[src/rtl/pll_cfg_seq.sv]
// pll_cfg_seq: PLL reconfiguration sequencer on CLK_50M.
// Watches an asynchronous mode select. When the synchronised mode differs from the
// last applied one, it writes an Avalon-MM register sequence into the reconfig IP:
// mode (addr 0), fractional K (addr 7), optionally M (addr 4) and N (addr 3), then
// start (addr 2). It then waits for PLL lock and reports done or error.
// Optional feature: define PLL_CFG_MN_EN to add the per-mode M/N ports and the two
// extra writes between K and start.
module pll_cfg_seq #(
    parameter int NUM_MODES    = 2,
    parameter int MODE_W       = 1,
    parameter int SYNC_STAGES  = 2,
    parameter int LOCK_HOLDOFF = 16,
    parameter int LOCK_TIMEOUT = 65535
) (
    input  logic                      CLK_50M,
    input  logic                      reset,
    input  logic [MODE_W-1:0]         mode_i,
    input  logic [NUM_MODES*32-1:0]   mode_kfrac,
`ifdef PLL_CFG_MN_EN
    input  logic [NUM_MODES*18-1:0]   mode_m,
    input  logic [NUM_MODES*18-1:0]   mode_n,
`endif
    input  logic                      mgmt_waitrequest,
    output logic                      mgmt_write,
    output logic [5:0]                mgmt_address,
    output logic [31:0]               mgmt_writedata,
    input  logic                      pll_locked,
    output logic                      busy,
    output logic                      done,
    output logic                      err,
    output logic [MODE_W-1:0]         applied_mode
);

    localparam int CNT_MAX = (LOCK_TIMEOUT > LOCK_HOLDOFF) ? LOCK_TIMEOUT : LOCK_HOLDOFF;
    localparam int CNT_W   = $clog2(CNT_MAX + 1);

    localparam logic [CNT_W-1:0]  HOLDOFF_C   = CNT_W'(LOCK_HOLDOFF);
    localparam logic [CNT_W-1:0]  TIMEOUT_C   = CNT_W'(LOCK_TIMEOUT);
    localparam logic [MODE_W:0]   NUM_MODES_C = (MODE_W + 1)'(NUM_MODES);

    localparam logic [5:0] ADDR_MODE  = 6'd0;
    localparam logic [5:0] ADDR_K     = 6'd7;
    localparam logic [5:0] ADDR_M     = 6'd4;
    localparam logic [5:0] ADDR_N     = 6'd3;
    localparam logic [5:0] ADDR_START = 6'd2;

    typedef enum logic [2:0] {
        S_IDLE,
        S_WR_MODE,
        S_WR_K,
        S_WR_M,
        S_WR_N,
        S_WR_START,
        S_WAIT_LOCK
    } state_t;

    state_t              state;
    state_t              wr_next;
    logic [MODE_W-1:0]   tgt;
    logic [CNT_W-1:0]    cnt;

    logic [MODE_W-1:0]   mode_sync [SYNC_STAGES];
    logic [SYNC_STAGES-1:0] lock_sync;
    logic [MODE_W-1:0]   ms;
    logic                locked_s;

    logic [31:0]         k_sel;
    logic [5:0]          wr_addr;
    logic [31:0]         wr_data;
`ifdef PLL_CFG_MN_EN
    logic [17:0]         m_sel;
    logic [17:0]         n_sel;
`endif

    // Bring the asynchronous mode select and lock indication into the CLK_50M domain.
    always_ff @(posedge CLK_50M) begin
        // NOTE: sequential state uses non-blocking assignments so every flop samples
        // the pre-edge value of its neighbour; blocking here would collapse the chain.
        if (reset) begin
            for (int i = 0; i < SYNC_STAGES; i++) mode_sync[i] <= '0;
            lock_sync <= '0;
        end else begin
            mode_sync[0] <= mode_i;
            for (int i = 1; i < SYNC_STAGES; i++) mode_sync[i] <= mode_sync[i-1];
            lock_sync <= {lock_sync[SYNC_STAGES-2:0], pll_locked};
        end
    end

    assign ms       = mode_sync[SYNC_STAGES-1];
    assign locked_s = lock_sync[SYNC_STAGES-1];

    // Pick the per-mode constants of the latched target mode (never the live mode).
    always_comb begin
        // NOTE: every variable gets a default before the loop, so no path leaves it
        // unassigned and no latch is inferred.
        k_sel = '0;
`ifdef PLL_CFG_MN_EN
        m_sel = '0;
        n_sel = '0;
`endif
        for (int m = 0; m < NUM_MODES; m++) begin
            if (tgt == MODE_W'(m)) begin
                k_sel = mode_kfrac[m*32 +: 32];
`ifdef PLL_CFG_MN_EN
                m_sel = mode_m[m*18 +: 18];
                n_sel = mode_n[m*18 +: 18];
`endif
            end
        end
    end

    // Register address, data and successor for each write state of the sequence.
    always_comb begin
        wr_addr = ADDR_MODE;
        wr_data = '0;
        wr_next = S_IDLE;
        case (state)
            S_WR_MODE: begin
                wr_addr = ADDR_MODE;
                wr_next = S_WR_K;
            end
            S_WR_K: begin
                wr_addr = ADDR_K;
                wr_data = k_sel;
`ifdef PLL_CFG_MN_EN
                wr_next = S_WR_M;
`else
                wr_next = S_WR_START;
`endif
            end
`ifdef PLL_CFG_MN_EN
            S_WR_M: begin
                wr_addr = ADDR_M;
                wr_data = {14'd0, m_sel};
                wr_next = S_WR_N;
            end
            S_WR_N: begin
                wr_addr = ADDR_N;
                wr_data = {14'd0, n_sel};
                wr_next = S_WR_START;
            end
`endif
            S_WR_START: begin
                wr_addr = ADDR_START;
                wr_next = S_WAIT_LOCK;
            end
            default: ;
        endcase
    end

    // Sequencer: request detection, Avalon writes with one idle cycle between them,
    // lock wait with hold-off and timeout, and the registered status outputs.
    always_ff @(posedge CLK_50M) begin
        if (reset) begin
            state          <= S_IDLE;
            tgt            <= '0;
            cnt            <= '0;
            mgmt_write     <= 1'b0;
            mgmt_address   <= '0;
            mgmt_writedata <= '0;
            busy           <= 1'b0;
            done           <= 1'b0;
            err            <= 1'b0;
            applied_mode   <= '0;
        end else begin
            done <= 1'b0;
            case (state)
                S_IDLE: begin
                    // Only the value seen here matters; changes during a sequence
                    // are collapsed into whatever ms holds on return to IDLE.
                    if (ms != applied_mode) begin
                        if ({1'b0, ms} >= NUM_MODES_C) begin
                            err <= 1'b1;
                        end else begin
                            tgt   <= ms;
                            busy  <= 1'b1;
                            state <= S_WR_MODE;
                        end
                    end
                end

                S_WR_MODE, S_WR_K, S_WR_M, S_WR_N, S_WR_START: begin
                    // Strobe low means this write has not been issued yet; the cycle
                    // after a completed transfer is therefore always an idle one.
                    if (!mgmt_write) begin
                        mgmt_write     <= 1'b1;
                        mgmt_address   <= wr_addr;
                        mgmt_writedata <= wr_data;
                    end else if (!mgmt_waitrequest) begin
                        mgmt_write <= 1'b0;
                        state      <= wr_next;
                        if (state == S_WR_START) begin
                            applied_mode <= tgt;
                            cnt          <= '0;
                        end
                    end
                end

                S_WAIT_LOCK: begin
                    // The counter stops at LOCK_TIMEOUT because that value exits the
                    // state, so it can never wrap.
                    if (locked_s && (cnt >= HOLDOFF_C)) begin
                        done  <= 1'b1;
                        err   <= 1'b0;
                        busy  <= 1'b0;
                        state <= S_IDLE;
                    end else if (cnt >= TIMEOUT_C) begin
                        err   <= 1'b1;
                        busy  <= 1'b0;
                        state <= S_IDLE;
                    end else begin
                        cnt <= cnt + 1'b1;
                    end
                end

                default: state <= S_IDLE;
            endcase
        end
    end

endmodule
[config.mk]
export PLATFORM = sky130hd
export DESIGN_NAME = pll_cfg_seq
export DESIGN_NICKNAME = d
export VERILOG_FILES = /design/src/rtl/pll_cfg_seq.sv
export SDC_FILE = /design/constraint.sdc
export NUM_CORES = 1
export LEC_CHECK = 0
export CAP_MARGIN = 20
export CORE_MARGIN = 2
export CORE_UTILIZATION = 48
export CTS_CLUSTER_DIAMETER = 50
export DETAILED_ROUTE_END_ITERATION = 10
export PLACE_DENSITY = 0.95
export RECOVER_POWER = 100
export SYNTH_ARGS = -nofsm -noshare
export SYNTH_HDL_FRONTEND = slang
export SYNTH_SLANG_ARGS = --single-unit
[constraint.sdc]
create_clock -name CLK_50M -period 3 [get_ports CLK_50M]
set_input_delay 0.3 -clock CLK_50M [delete_from_list [all_inputs] [get_ports CLK_50M]]
set_output_delay 0.3 -clock CLK_50M [all_outputs]
set_load 0.02 [all_outputs]
# == Word level (Yosys, flattened, before mapping) ==
# Memory sizes are Yosys's and may differ from the RTL's.
# Index checks and enable logic that the tools add are counted.
# word_totals
reg_bits,65
ramBits,2
output_inout_bits,43
n_memories,1
# memory_table
name,depth,width,rd,rd_ports_with_merged_regs,write_ports,line,source
mode_sync,2,1,2,0,2,62,logic [MODE_W-1:0] mode_sync [SYNC_STAGES];
# classes
addsub,1
magnitude_cmp,2
eq_ne,14
mux,30
bitwise,5
reduce_logical,14
# op_table
operator,n
$mux W16,5
$mux W32,2
$pmux W16 S2,1
$pmux W3 S3,2
$add A16 B1 Y16 const B,1
$ge A16 B16 Y1 const B,1
$ge A16 B5 Y1 const B,1
$mux W3,5
$mux W1,13
$ne A2 B2 Y1 const B,6
$eq A3 B3 Y1 const B,3
$reduce_and A4 Y1,2
$eq A3 B2 Y1 const B,2
$pmux W3 S2,1
$reduce_and A2 Y1,3
$reduce_and A6 Y1,1
$reduce_bool A2 Y1,3
$reduce_or A5 Y1,1
$eq A3 B1 Y1 const B,1
$logic_not A3 Y1,1
$ne A3 B3 Y1 const B,1
$not A1 Y1,3
$reduce_and A3 Y1,1
$or A1 B1 Y1,2
other kinds (4),4

# == Depth between registers and ports, before layout ==
# Gate-level depths: netlist of run 1.
# logic_depth
ltp_word,5
depth_mapped,7
depth_no_buf,6

# == Worst setup path after synthesis of run 1 ==
# OpenSTA, ideal clock, no wires.
# synth_timing
kind,reg2reg
start,reg mgmt_write
end,reg cnt[13]
setup_time_ns,0.070
t_arrival_ns,2.082
setup_slack_ns,0.847
stages_incl_launch_ff,7
synth_period_minus_slack_ns,2.153
path_cell_list,dfxtp_1 > or4bb_1 > nor2_1 > a31oi_4 > buf_6 > or3_1 > a21oi_1
# synth_between
elab_chain_len,2
# synth_rtl
element,line,source
start: declaration,24,"output logic mgmt_write,"
start signal: assignment,158,mgmt_write <= 1'b0;
start signal: assignment,186,mgmt_write <= 1'b1;
start signal: assignment,190,mgmt_write <= 1'b0;
$ne A2 B2 Y1 (no source line),-,
$reduce_and A6 Y1 (no source line),-,
end signal: assignment,212,cnt <= cnt + 1'b1;
end: declaration,60,logic [CNT_W-1:0] cnt;
# No other way between the ends.
# A chain may end at the register's enable or synchronous reset.

==> flow_summary.toml, run 1 <==
[floorplanning]
initial_utilization = 0.501
die_area_um2 = 6860
dieWidth_um = 82.8
num_rows = 28
die_y_um = 82.8
core_um2 = 5960
io_pins = 112

[synth]
synth_common_cells = "dfxtp_1, nor2_1, a22oi_1, mux2_2, a21oi_1"
ys_ff_latch = 63
syn_avg_cell_area_um2 = 8.87
yosysMostFrequentCell = "dfxtp_1"
ys_seq_area_frac = 0.423
synth_area_leaders = "dfxtp_1, mux2_2, a22oi_1, nor2_1, a21oi_1"
yosysTopAreaCell = "dfxtp_1"
synth.distinct_cells = 42
syn_area_um2 = 2980
synth_cells = 336
synth_edf_count = 0
synthArstFlopShare = 0
yosysTopAreaCellShare = 0.423
synth_warnings = 0
yosys_most_used_dff = "dfxtp_1"

[clock_network]
insertion_delay_ns = 0.34
cts_buffers = 9
tritoncts = "done"
cts.path.max_buffers = 2
clkTransAtPathRegs_ns = 0.07
root_buffer = "clkbuf_8"
cts.repair.resized = 0
post-cts-setup-buffers = 0
htree_levels = 3
clock-sinks = 63
ctsHoldBuffers = 0

[run_status]
violations = "max-capacitance violations, max-slew violations"
status = "complete, but fails checks"

[sta]
final-hold-violation-count = 0
rsz0062_at_grt = "no"
slew_headroom = -0.426
setup_ws_ns = 0.328
fin_crit_sh = 0.891
tightestPinTransition_ns = 2.14
clock.fmax_mhz = 374
drv_slew = 48
fin_worst_skew_ns = 0.00897
period_minus_slack_ns = 2.67
finalSetupViolCount = 0
holdWs_ns = 0.445
setup-tns-final_ns = 0

[job]
max-cap-violations = 1

[layout]
post-route-util = 0.715
drive_above_1_share = 0.125
nFillCells = 442
area_delta_synth_final_pct = 42.9
nNetsFinal = 507
multiInputGateArea_um2 = 1570
diodes = 0
seqCellArea_um2 = 1260

[setup_path]
r2r_start = "state[1]$_SDFFE_PP0P_"
r2r-end = "cnt[5]$_SDFFE_PP0P_"
crit_fanout = 47
critPathCaptureType = "flop"
critPathArrivalTime_ns = 2.90
rrSetupSlack_ns = 0.58
r2r_cells = 5
worst-setup-path-type = "input pin to flop"
cp-start-kind = "input pin"
required_ns = 3.23

[power_and_ir_drop]
finalPower_uw = 1770
ir_drop_uv = 356
leakage_uw = 0.00159
p_per_area_nw_per_um2 = 415

[global_routing]
grt_overflow = 0
first_global_vias = 2902
grt_max_degree = 48
grt_pass1_wl_um = 13500
grt_antenna_before_repair = 0
grt_util_all_layers = 0.240

[drt]
wirelength_um = 8170
ant_nets = 0
dr.first_iter.drc_count = 196
routedWlPerCell_um = 15.8
vias_per_cell = 5.71
detail_route.first_pass.iterations = 4
vias = 2946
detail_route.drc_violations = 0

[hold_path]
hold_path.class = "flop to flop"
holdPathEnd = "lock_sync[1]$_SDFF_PP0_"
hold_path_depth = 1
hp-start = "lock_sync[0]$_SDFF_PP0_"

[place]
hpwl_um = 6050
place_ws_ns = 0.378
place.gp.congestion = 0.876
portBuffers = 108
[state kept, by name, summed over array words and instances (netlist names)]
register	cells
mgmt_address	2
tgt	1
mode_sync	2
busy	1
err	1
state	3
cnt	16
mgmt_writedata	32
lock_sync	2
done	1
mgmt_write	1
applied_mode	1
[metrics by stage]
stage,instances,area (um^2)
4_1_cts,516,4270
3_5_place_dp,500,4080
5_1_grt,516,4260
3_3_place_gp,500,4080
2_1_floorplan,338,2990
6_report,516,4260
[where the power goes]
group	switching, uW	internal [uW]
combinational	79.9	132
sequential	7.97	844
clock	325	380
[cell families (layout without fill, tap and decap cells)]
logic type,after synthesis,count (layout),share of synthesized area
simple gates,118,118,0.196
compound gates,83,83,0.189
flops,63,63,0.423
mux,34,34,0.128
buf+inv,34,137,0.0512
fa+ha+maj,2,2,0.00839
other cells,1,3,0.00126
xor+xnor,1,1,0.00294
[layer usage]
metal,wire length [um],global-route usage
met1,3070,0.257
met2,4330,0.441
met3,492,0.0497
met4,284,0.124
met5,0,0
[layout make-up]
class / count / area share
multi-input cells: 241 / 0.369
flip-flops and latches: 63 / 0.296
repair buffers: 113 / 0.262
clock buffers: 10 / 0.0300
well taps: 75 / 0.0220
clock inverters: 6 / 0.0144
inverters: 8 / 0.00705
[cell usage in the layout, fill, tap and decap left out, types with 8 or more instances in the layout]
master | synthesis | final
a22oi_1 | 32 | 32
or3_1 | 10 | 10
nand3_1 | 8 | 8
dlygate4sd3_1 | 0 | 41
nor2_1 | 54 | 54
clkbuf_8 | 0 | 9
nand2_1 | 11 | 11
clkdlybuf4s50_1 | 0 | 67
mux2_2 | 32 | 32
o21ai_0 | 14 | 14
inv_1 | 8 | 8
a21oi_1 | 23 | 23
dfxtp_1 | 63 | 63
[worst max-delay path, stage by stage]
cell and delay (ns):
dlygate4sd3_1 0.54, clkbuf_1 1.53, nor2_1 0.28, nand2_1 0.17
o21bai_1 0.07
[worst max-delay path by stage]
| stage | from | to | depth (start not counted) |
|---|---|---|---|
| after global routing | reset | cnt[12]$_SDFFE_PP0P_ | 5 |
| after detailed placement | mgmt_waitrequest | cnt[5]$_SDFFE_PP0P_ | 6 |
| final | reset | cnt[12]$_SDFFE_PP0P_ | 5 |
| after CTS | mgmt_write$_SDFFE_PP0N_ | cnt[5]$_SDFFE_PP0P_ | 5 |
| after global placement | mgmt_waitrequest | cnt[5]$_SDFFE_PP0P_ | 6 |
| after floorplan | mgmt_write$_SDFFE_PP0N_ | cnt[13]$_SDFFE_PP0P_ | 6 |
No activity file was read; power rests on OpenSTA's default activity.
==> run 2: changes to the inputs <==
--- a/config.mk
+++ b/config.mk
@@ -15,3 +15,4 @@
 export SYNTH_ARGS = -nofsm -noshare
 export SYNTH_HDL_FRONTEND = slang
 export SYNTH_SLANG_ARGS = --single-unit
+export TNS_END_PERCENT = 30
==> results of run 2 <==
No change in the layout: final DEF, timing and power equal those of run 1.
